<file path="config.mk">
export PLATFORM = sky130hd
export DESIGN_NAME = vmx_feeder
export DESIGN_NICKNAME = d
export VERILOG_FILES = /design/src/rtl/vmx_feeder.sv
export SDC_FILE = /design/constraint.sdc
export NUM_CORES = 1
export LEC_CHECK = 0
export BUFFER_PORTS_ARGS = -buffer_cell sky130_fd_sc_hd__buf_4
export CORE_MARGIN = 2
export CORE_UTILIZATION = 28
export DETAILED_ROUTE_END_ITERATION = 8
export PLACE_DENSITY = 0.58
export SKIP_LAST_GASP = 1
export SLEW_MARGIN = 20
export SYNTH_ARGS = -nofsm -noshare
export SYNTH_HDL_FRONTEND = slang
export SYNTH_SLANG_ARGS = --single-unit
</file>
<file path="constraint.sdc">
create_clock -name clk -period 3 [get_ports clk]
set_input_delay 0.15 -clock clk [delete_from_list [all_inputs] [get_ports clk]]
set_output_delay 0.15 -clock clk [all_outputs]
set_load 0.02 [all_outputs]
</file>
<file path="src/rtl/vmx_feeder.sv">
// Weight-then-data feeder for a chain of N_PE vector PEs.
// Optional stall counter under `VMX_FEEDER_STALL_CNT_EN.
module vmx_feeder #(
  parameter int VECTOR_BITLEN = 16,
  parameter int N_PE          = 8,
  parameter int LEN_BITS      = 16
) (
  input  logic                     clk,
  input  logic                     rst_n,
  input  logic                     start,
  input  logic                     cfg_simd,
  input  logic [LEN_BITS-1:0]      cfg_len,
  input  logic                     s_valid,
  output logic                     s_ready,
  input  logic [VECTOR_BITLEN-1:0] s_data,
  output logic [VECTOR_BITLEN-1:0] pe_data,
  output logic [7:0]               pe_is_weight,
  output logic                     pe_simd_mode,
  output logic                     pe_valid,
  output logic                     busy,
`ifdef VMX_FEEDER_STALL_CNT_EN
  output logic [31:0]              stall_cnt,
`endif
  output logic                     done
);

  typedef enum logic [2:0] {
    IDLE,
    LOAD_W,
    STREAM,
    DRAIN,
    DONE
  } state_t;

  localparam int CW = 7;
  localparam logic [CW-1:0] LAST = CW'(N_PE - 1);
  localparam logic [7:0] TOK0 = 8'(8'h80 + N_PE - 1);

  state_t state_q, state_d;
  logic [CW-1:0] cnt_q, cnt_d;
  logic [LEN_BITS-1:0] len_cnt_q, len_cnt_d;
  logic [LEN_BITS-1:0] len_q, len_d;
  logic simd_q, simd_d;
  logic [VECTOR_BITLEN-1:0] pe_data_q, pe_data_d;
  logic [7:0] tok_q, tok_d;
  logic pe_valid_q, pe_valid_d;
  logic pe_simd_q, pe_simd_d;
  logic accept;

  assign s_ready = (state_q == LOAD_W) || (state_q == STREAM);
  assign busy = (state_q != IDLE);
  assign done = (state_q == DONE);
  assign accept = s_valid && s_ready;

  assign pe_data = pe_data_q;
  assign pe_is_weight = tok_q;
  assign pe_valid = pe_valid_q;
  assign pe_simd_mode = pe_simd_q;

  always_comb begin
    state_d = state_q;
    cnt_d = cnt_q;
    len_cnt_d = len_cnt_q;
    len_d = len_q;
    simd_d = simd_q;
    pe_data_d = accept ? s_data : '0;
    tok_d = '0;
    pe_valid_d = 1'b0;
    pe_simd_d = (state_q != IDLE) ? simd_q : 1'b0;
    unique case (state_q)
      IDLE: begin
        if (start) begin
          state_d = LOAD_W;
          simd_d = cfg_simd;
          len_d = cfg_len;
          cnt_d = '0;
          len_cnt_d = '0;
        end
      end
      LOAD_W: begin
        if (accept) begin
          // first weight carries the highest index: it lands in the last PE
          tok_d = TOK0 - 8'(cnt_q);
          if (cnt_q == LAST) begin
            cnt_d = '0;
            state_d = (len_q != '0) ? STREAM : DRAIN;
          end else begin
            cnt_d = cnt_q + 1'b1;
          end
        end
      end
      STREAM: begin
        if (accept) begin
          pe_valid_d = 1'b1;
          len_cnt_d = len_cnt_q + 1'b1;
          if (len_cnt_d == len_q) begin
            state_d = DRAIN;
            cnt_d = '0;
          end
        end
      end
      DRAIN: begin
        if (cnt_q == LAST) begin
          cnt_d = '0;
          state_d = DONE;
        end else begin
          cnt_d = cnt_q + 1'b1;
        end
      end
      DONE: state_d = IDLE;
      default: state_d = IDLE;
    endcase
  end

  always_ff @(posedge clk or negedge rst_n) begin
    if (!rst_n) begin
      state_q <= IDLE;
      cnt_q <= '0;
      len_cnt_q <= '0;
      len_q <= '0;
      simd_q <= 1'b0;
      pe_data_q <= '0;
      tok_q <= '0;
      pe_valid_q <= 1'b0;
      pe_simd_q <= 1'b0;
    end else begin
      state_q <= state_d;
      cnt_q <= cnt_d;
      len_cnt_q <= len_cnt_d;
      len_q <= len_d;
      simd_q <= simd_d;
      pe_data_q <= pe_data_d;
      tok_q <= tok_d;
      pe_valid_q <= pe_valid_d;
      pe_simd_q <= pe_simd_d;
    end
  end

`ifdef VMX_FEEDER_STALL_CNT_EN
  logic [31:0] stall_q, stall_d;

  assign stall_cnt = stall_q;

  always_comb begin
    stall_d = stall_q;
    if (state_q == IDLE && start) begin
      stall_d = '0;
    end else if (state_q == STREAM && !s_valid && stall_q != '1) begin
      stall_d = stall_q + 1'b1;
    end
  end

  always_ff @(posedge clk or negedge rst_n) begin
    if (!rst_n) begin
      stall_q <= '0;
    end else begin
      stall_q <= stall_d;
    end
  end
`endif

endmodule

</file>
# [Word-level counts from Yosys, hierarchy flattened]
# Cells that the tools add are included.
# Widths: inputs -> output; s select.
[totals] reg_bits=69 in_bits=37 out_inout_bits=29 elab_cells=58
[classes] addsub=3 eq_ne=12 mux=23 n_reduce_logical=11
[ops] operator="$mux 16" count=3
[ops] operator="$mux 7" count=5
[ops] operator="$pmux 16 s2" count=1
[ops] operator="$pmux 7 s4" count=1
[ops] operator="$mux 3" count=6
[ops] operator="$add 16x1->16 const B" count=1
[ops] operator="$eq 16x16->1" count=1
[ops] operator="$mux 8" count=2
[ops] operator="$reduce_bool 16->1" count=1
[ops] operator="$pmux 3 s4" count=1
[ops] operator="$ne 2x2->1 const B" count=4
[ops] operator="$sub 8x7->8 const A" count=1
[ops] operator="$add 7x1->7 const B" count=1
[ops] operator="$eq 7x3->1 const B" count=1
[ops] operator="$eq 3x2->1 const B" count=2
[ops] operator="$reduce_and 6->1" count=1
[ops] operator="$reduce_and 5->1" count=1
[ops] operator="$mux 1" count=4
[ops] operator="$ne 2x1->1 const B" count=2
[ops] operator="$reduce_bool 4->1" count=1
[ops] operator="$eq 3x1->1 const B" count=1
[ops] operator="$eq 3x3->1 const B" count=1
[ops] operator="$logic_not 3->1" count=1
[ops] operator="$reduce_and 3->1" count=1
[ops] operator="other kinds (5)" count=5

# [Depth between registers and ports, before layout]
# Gate-level depths: netlist of the first run.
[depth] depth_word=5 depth_mapped=11 depth_no_buf=9

# [Least setup slack after synthesis of the first run]
# OpenSTA, ideal clock, no wires.
[synth_path] kind="register -> register" from="register len_cnt_q[0]" to="register cnt_q[0]" setup_ns=0.125 arrival_time_ns=2.468 required_ns=2.875 setup_slack_ns=0.407 stages_incl_launch_ff=12 path_buffers=2 period_less_slack_ns=2.593 path_cell_list="dfrtp_1 ha_1 and4_1 buf_4 and2_4 o21ai_0 nand4_1 nor4_2 a21oi_1 or3_1 buf_2 mux2_4"
[synth_between] elab_chain_len=4
[synth_lines] element="start, declared" line="41" rtl="logic [LEN_BITS-1:0] len_cnt_q, len_cnt_d;"
[synth_lines] element="start signal, assigned" line="129" rtl="len_cnt_q <= len_cnt_d;"
[synth_lines] element="$add 16x1->16" line="95" rtl="len_cnt_d = len_cnt_q + 1'b1;"
[synth_lines] element="$eq 16x16->1" line="96" rtl="if (len_cnt_d == len_q) begin"
[synth_lines] element="$ne 2x1->1 (no source line)"
[synth_lines] element="$reduce_and 5->1 (no source line)"
[synth_lines] element="end signal, assigned" line="128" rtl="cnt_q <= cnt_d;"
[synth_lines] element="end, declared" line="40" rtl="logic [CW-1:0] cnt_q, cnt_d;"
# No other way between the ends.
# A chain may end at the register's enable or synchronous reset.

# [Final worst setup path of the first run]
[layout_path] from="register len_cnt_q[1]" to="register cnt_q[0]"
# Same word-level chain as after synthesis.

==> results.md, run 1 <==
- Outcome: finished clean
- Worst-Skew Late Latency: 0.33 ns
- WL/cell: 14.2 um
- Max_slew headroom: 42.6%
- Tmin final: 2.77 ns
- VDD IR max: roughly 400 uV
- Die area: 13400 um2
- Min-Delay Path Class: in2reg
- Post-synthesis sequential area ratio: between 40% and 50%
- I/O Buffers: 65
- TritonCTS buffer count: 9
- Synthesis Warnings: 0
- Post-synthesis cell count: 343
- Actual slew at the worst max-slew pin: 0.861 ns
- Post-route DRC: 0
- PwrDens: 810 nW/um2
- Core box area: 12100 um2
- Initial antenna violation count: 0
- Max-cap violations: 0
- Tot GR Track Use: 12.9%
- Post-synth top flop: dfrtp_1
- Hold Fails Final Rpt: 0
- Most frequent cells in the layout: buf_4, dfrtp_1, o21ai_0
- Cell Rows: 40
- RSZ-0062 raised after global routing: false
- Commonest non-fill, non-tap cell in the layout: buf_4
- Final WL: 8240 um
- Drt pass-1 iters: 4
- Via/cell ratio: roughly 5
- Fraction of layout cells with a size suffix above 1: between 20 and 30%
- Post-Syn Area: about 3500 um2
- Multi-input logic area: 1640 um2
- Ports: 66
- Setup ws final: 0.229 ns
- Routability cong.: 0.839
- Synth top area share: 49.3%
- Post-CTS Setup Bufs: 0
- Layout Skew: 0.00574 ns
- Most used routing layer: met2
- Largest net degree at the start of global routing: 70
- GRT Residual Overflow: 0
- Synth unique cells: 53
- Die extent in x: 116 um
- Placed cells: 563
- Die height: about 120 um
- CP Capture Type: register
- Met1 GRT Util: 17.6%
- Synth top area cells: dfrtp_1, mux2_2, o21ai_0, xnor2_1, and3_1
- NumNets Final: between 400 and 500
- Initial Util: 28.9%
- Met3 usage: 3.61%
- Finished Core Util: 36.8%
- Fmax: roughly 360 MHz
- Num Clock Sinks: 69
- M2 GR Usage: around a fifth
- Post-synth EDFFs: 0
- Crit Path Max Fanout: 9
- Synthesis-stage register bit count: 69
- TritonCTS clock tree: done
- Setup crit start kind: register
- Vias in the first global route: 2761
- Critical path class: reg2reg
- FF/Latch Area: 1730 um2
- Final period utilization: 92.4%
- Clock Tree Buf Depth: 2
- Clock Root Buffer: clkbuf_16
- Data arrival, critical path: 2.98 ns
- Syn_nets: approximately 380
- Crit path required time: 3.21 ns
- Dpl ws: 0.143 ns
- Setup tns final: 0 ns
- Non-filler instance count after layout: 580
- Initial DRC Count: about 230
- Area grow syn2layout: 27.3%
- First-pass GRT wire length: 13600 um
- H-tree Lvls: 3
- Final Setup Violations: 0
- Post-synth ARST share: 100%
- Max Slew Vio Count: 0
- Number of routed nets with antenna violations: 0
- Final HPWL DP: 5860 um
- P_leak: 0.00202 uW
- Reg clk slew, reported paths: 0.05 ns
- # fillers: 1266
- Ant. Diodes: 0
- Via count: 2831
- Cell taking the most area after synthesis: dfrtp_1
- Syn avg cell area: 10.2 um2
-- layer usage --
metal	up-vias	routed length [um]
li1	1374	-
met1	1354	3780
met2	88	3750
met3	15	496
met4	0	214
met5	-	0
-- cells in the mapped netlist, types with 9 or more instances --
library cell,n
dfrtp_1,69
o21ai_0,25
nand2_1,24
and3_1,19
mux2_2,17
nor2_1,16
nand3_1,15
xnor2_1,14
o31ai_1,11
a21oi_1,10
buf_2,9
inv_1,9
-- kinds of logic after synthesis --
| kind of cell | count (synthesis) | share of synthesized area, % |
|---|---|---|
| simple gates | 131 | 21.8 |
| flops | 69 | 49.3 |
| compound gates | 68 | 12.1 |
| buf+inv | 31 | 3.97 |
| xor+xnor | 21 | 5.25 |
| mux | 19 | 6.18 |
| fa+ha+maj | 4 | 1.43 |
-- sequential cells by signal, indices dropped and copies added (netlist names) --
register,cells
cnt_q,7
len_cnt_q,16
len_q,16
pe_data,16
pe_is_weight,8
pe_simd_mode,1
pe_valid,1
simd_q,1
state_q,3
-- worst paths after layout --
| kind | startpoint | to | slack [ns] | depth (start not counted) |
|---|---|---|---|---|
| hold / removal | cfg_len[8] | len_q[8]$_DFFE_PN0P_ | 0.05 | 2 |
| setup reg to reg | len_cnt_q[1]$_DFFE_PN0P_ | cnt_q[0]$_DFFE_PN0P_ | 0.23 | 9 |
| setup / recovery | len_cnt_q[1]$_DFFE_PN0P_ | cnt_q[0]$_DFFE_PN0P_ | 0.23 | 9 |
| min in group asynchronous | rst_n | pe_is_weight[1]$_DFF_PN0_ | 0.49 | 2 |
| hold reg to reg | simd_q$_DFFE_PN0P_ | pe_simd_mode$_DFF_PN0_ | 0.49 | 1 |
| max in group asynchronous | rst_n | len_q[3]$_DFFE_PN0P_ | 1.95 | 2 |
-- final cells by class --
cell class | instances | area share, %
repair buffers | 74 | 12.5
well taps | 168 | 4.71
clock buffers | 11 | 5.67
inverters | 10 | 0.842
multi-input cells | 243 | 36.8
clock inverters | 5 | 0.758
flip-flops and latches | 69 | 38.7
-- worst max-delay path, cell delays in order, from the launching register on --
cell and delay (ns):
dfrtp_1 0.45, ha_2 0.29, and4_2 0.36, nand3_2 0.12, mux2i_1 0.18, o31ai_1 0.12
nor4_2 0.27, a21oi_1 0.12, or3_1 0.44, mux2_4 0.30
-- power breakdown --
part / internal [uW] / switching, uW
registers: 1170 / 304
logic: 572 / 564
clock network: 604 / 393
-- metrics by stage --
| step | total power, uW | hold WS (ns) | cell area [um2] |
|---|---|---|---|
| 5_1_grt | 3850 | 0.0393 | 4460 |
| 2_1_floorplan | 2210 | -0.146 | 3500 |
| 4_1_cts | 3650 | 0.0390 | 4460 |
| 3_5_place_dp | 2630 | 0.321 | 4160 |
| 3_3_place_gp | 2600 | 0.316 | 4160 |
| 6_report | 3610 | 0.0505 | 4460 |
-- repair_timing --
item | CTS | global route
hold buffers | 1 | 0
setup endpoints to repair | 0 | 7
resized for setup | 0 | 2
hold endpoints to repair | 69 | 0
Power figures use the tool's default switching activity.
==> run 2: changes to the inputs <==
--- a/config.mk
+++ b/config.mk
@@ -6,10 +6,14 @@
 export NUM_CORES = 1
 export LEC_CHECK = 0
 export BUFFER_PORTS_ARGS = -buffer_cell sky130_fd_sc_hd__buf_4
+export CELL_PAD_IN_SITES_DETAIL_PLACEMENT = 0
+export CELL_PAD_IN_SITES_GLOBAL_PLACEMENT = 1
+export CORE_ASPECT_RATIO = 0.75
 export CORE_MARGIN = 2
 export CORE_UTILIZATION = 28
 export DETAILED_ROUTE_END_ITERATION = 8
-export PLACE_DENSITY = 0.58
+export PLACE_DENSITY = 0.68
+export SETUP_SLACK_MARGIN = 0.5
 export SKIP_LAST_GASP = 1
 export SLEW_MARGIN = 20
 export SYNTH_ARGS = -nofsm -noshare
==> run 2 against run 1 <==
  * Sequential power hardly changed
  * Hold slack worse by 0.0060 ns
  * Combinational power is 8% higher
  * Utilization is 0.69 points higher
  * Non-clock buffer count is 9 higher
  * Largest power group unchanged
  * Design area is 3.1% higher
  * Clock power is 6% higher
  * Largest cell class unchanged
  * Setup slack better by 0.28 ns
==> results.md, run 2 (synthesis results as in run 1) <==
- Tot GR Track Use: 13.5% (+0.58 points)
- Die height: 101 um (-13%)
- Fmax: 401 MHz (+11%)
- Drt pass-1 iters: 5 (+1)
- Hold Fails Final Rpt: 0 (unchanged)
- Actual slew at the worst max-slew pin: 1.11 ns (+0.251 ns)
- VDD IR max: 329 uV (-17%)
- Crit path to: cnt_q[0]$_DFFE_PN0P_
- Clock Root Buffer: clkbuf_16
- RSZ-0062 raised after global routing: true
- Finished Core Util: 37.5% (+0.69 points)
- Stages on worst setup path: 9 (unchanged)
- Setup ws final: 0.509 ns (+0.280 ns)
- TritonCTS clock tree: done
- # fillers: 1279 (+1.0%)
- Worst-Skew Late Latency: 0.33 ns (about the same)
- Data arrival, critical path: 2.71 ns (-0.27 ns)
- Min-Delay Path Depth: 2 (unchanged)
- Reg clk slew, reported paths: 0.06 ns (about the same)
- Commonest non-fill, non-tap cell in the layout: buf_4
- Placed cells: 561 (-0.36%)
- Die area: 13400 um2 (about the same)
- Non-filler instance count after layout: 586 (+1.0%)
- GRT Residual Overflow: 0 (unchanged)
- Largest net degree at the start of global routing: 70 (unchanged)
- CP max-delay cell: dfrtp_2
- Max-cap violations: 0 (unchanged)
- R2R cell count: 9 (unchanged)
- Min Hold Slack: 0.0445 ns (-0.00598 ns)
- CP Cell Sequence: ha_4 -> and4_4 -> nand3_2 -> mux2i_1 -> o31ai_1 -> nor4_2 -> a21oi_1 -> or3_4 -> mux2_4
- Initial antenna violation count: 0 (unchanged)
- R2R Path End: cnt_q[0]$_DFFE_PN0P_
- I/O Buffers: 65 (unchanged)
- Cell Rows: 35 (-13%)
- Ant. Diodes: 0 (unchanged)
- Min-Delay Path Class: in2reg
- Final WL: 8830 um (+7.2%)
- PwrDens: 826 nW/um2 (+2.0%)
- H-tree Lvls: 3 (unchanged)
- Number of routed nets with antenna violations: 0 (unchanged)
- CP peak stage delay: 0.41 ns (-0.04 ns)
- Crit Path Max Fanout: 8 (-1)
- Critical path class: reg2reg
- Post-route DRC: 0 (unchanged)
- Clock Tree Buf Depth: 2 (unchanged)
- Tmin final: 2.49 ns (-0.280 ns)
- Layout Skew: 0.00455 ns (-0.00120 ns)
- Initial DRC Count: 167 (-28%)
- NumNets Final: 457 (+2.0%)
- Most frequent cells in the layout: buf_4, dfrtp_1, nand2_1
- Setup tns final: 0 ns (unchanged)
- R2r setup slk: 0.51 ns (+0.28 ns)
- Ports: 66 (unchanged)
- P_leak: 0.00207 uW (+2.8%)
- Setup crit start kind: register
- Routability cong.: 0.858 (+2.2%)
- Final HPWL DP: 6100 um (+4.0%)
- Via/cell ratio: 4.92 (+0.86%)
- Final Setup Violations: 0 (unchanged)
- Core box area: 12300 um2 (+1.2%)
- Crit-path leading delay family: simple AND/OR/NAND/NOR gates
- CP Capture Type: register
- Fraction of layout cells with a size suffix above 1: 34.3% (+5.4 points)
- Crit path buffers/inverters: 0 (unchanged)
- CP startpoint: len_cnt_q[1]$_DFFE_PN0P_
- Outcome: finished clean
- WL/cell: 15.1 um (+6.1%)
- Area grow syn2layout: 31.3%
- Dpl ws: 0.170 ns (+0.0272 ns)
- Num Clock Sinks: 69 (unchanged)
- Worst R2R Start: len_cnt_q[1]$_DFFE_PN0P_
- Final period utilization: 83.0% (-9.3 points)
- Crit path required time: 3.22 ns (about the same)
- First-pass GRT wire length: 14200 um (+4.5%)
- Die extent in x: 133 um (+15%)
- Via count: 2885 (+1.9%)
- Vias in the first global route: 2685 (-2.8%)
- Max Slew Vio Count: 0 (unchanged)
- TritonCTS buffer count: 9 (unchanged)
- Max_slew headroom: 25.6% (-17 points)
- Initial Util: 28.6% (-0.35 points)
[run 2: cell types whose count changed in the layout (fill, tap and decap cells not counted), sizes merged]
cell / before / now
buf: 73 / 82
bufinv: 0 / 1
clkbuf: 11 / 10
clkinv: 2 / 1
clkinvlp: 2 / 3
inv: 11 / 10
[run 2: metal layers]
layer | vias up | wire length (um) | GRT usage [%]
met2 | 90 | 3610 | 18.5
met4 | 0 | 127 | 4.58
met1 | 1388 | 4640 | 20.4
met5 | - | 0 | 0
met3 | 9 | 460 | 3.47
li1 | 1398 | - | -
[run 2: worst min-delay path by stage]
stage | start | endpoint | slack (ns)
CTS | cfg_len[10] | len_q[10]$_DFFE_PN0P_ | 0.03
global placement | rst_n | pe_is_weight[5]$_DFF_PN0_ | 0.33
finish | cfg_len[3] | len_q[3]$_DFFE_PN0P_ | 0.04
global route | cfg_len[9] | len_q[9]$_DFFE_PN0P_ | 0.04
detailed placement | rst_n | pe_is_weight[3]$_DFF_PN0_ | 0.34
floorplan | rst_n | cnt_q[0]$_DFFE_PN0P_ | -0.15
[run 2: per-stage QoR]
step / total power, uW / area, um2
2_1_floorplan: 2230 / 3520
3_3_place_gp: 2630 / 4170
3_5_place_dp: 2660 / 4170
4_1_cts: 3800 / 4530
5_1_grt: 4030 / 4600
6_report: 3800 / 4600
[run 2: area by class of cell]
type	instances	area, um2	area share, %
inverter	10	37.5	0.816
multi-input combinational	243	1690	36.7
clock buffer	10	239	5.20
timing repair buffer	83	626	13.6
clock inverter	5	61.3	1.33
tap	166	208	4.52
sequential	69	1740	37.8
[run 2: timing repair]
action,CTS,global route
pin swaps,0,5
gates cloned,0,0
hold buffers,1,0
endpoints found under the setup margin,7,8
endpoints found under the hold margin,69,0
buffers inserted,5,4
gates resized for setup,9,12
[run 2: report_power, final]
part	internal, uW	leakage [uW]	switching, uW
logic	634	0.00105	595
clock network	662	0.000137	401
registers	1180	0.000884	329
total	2470	0.00207	1330
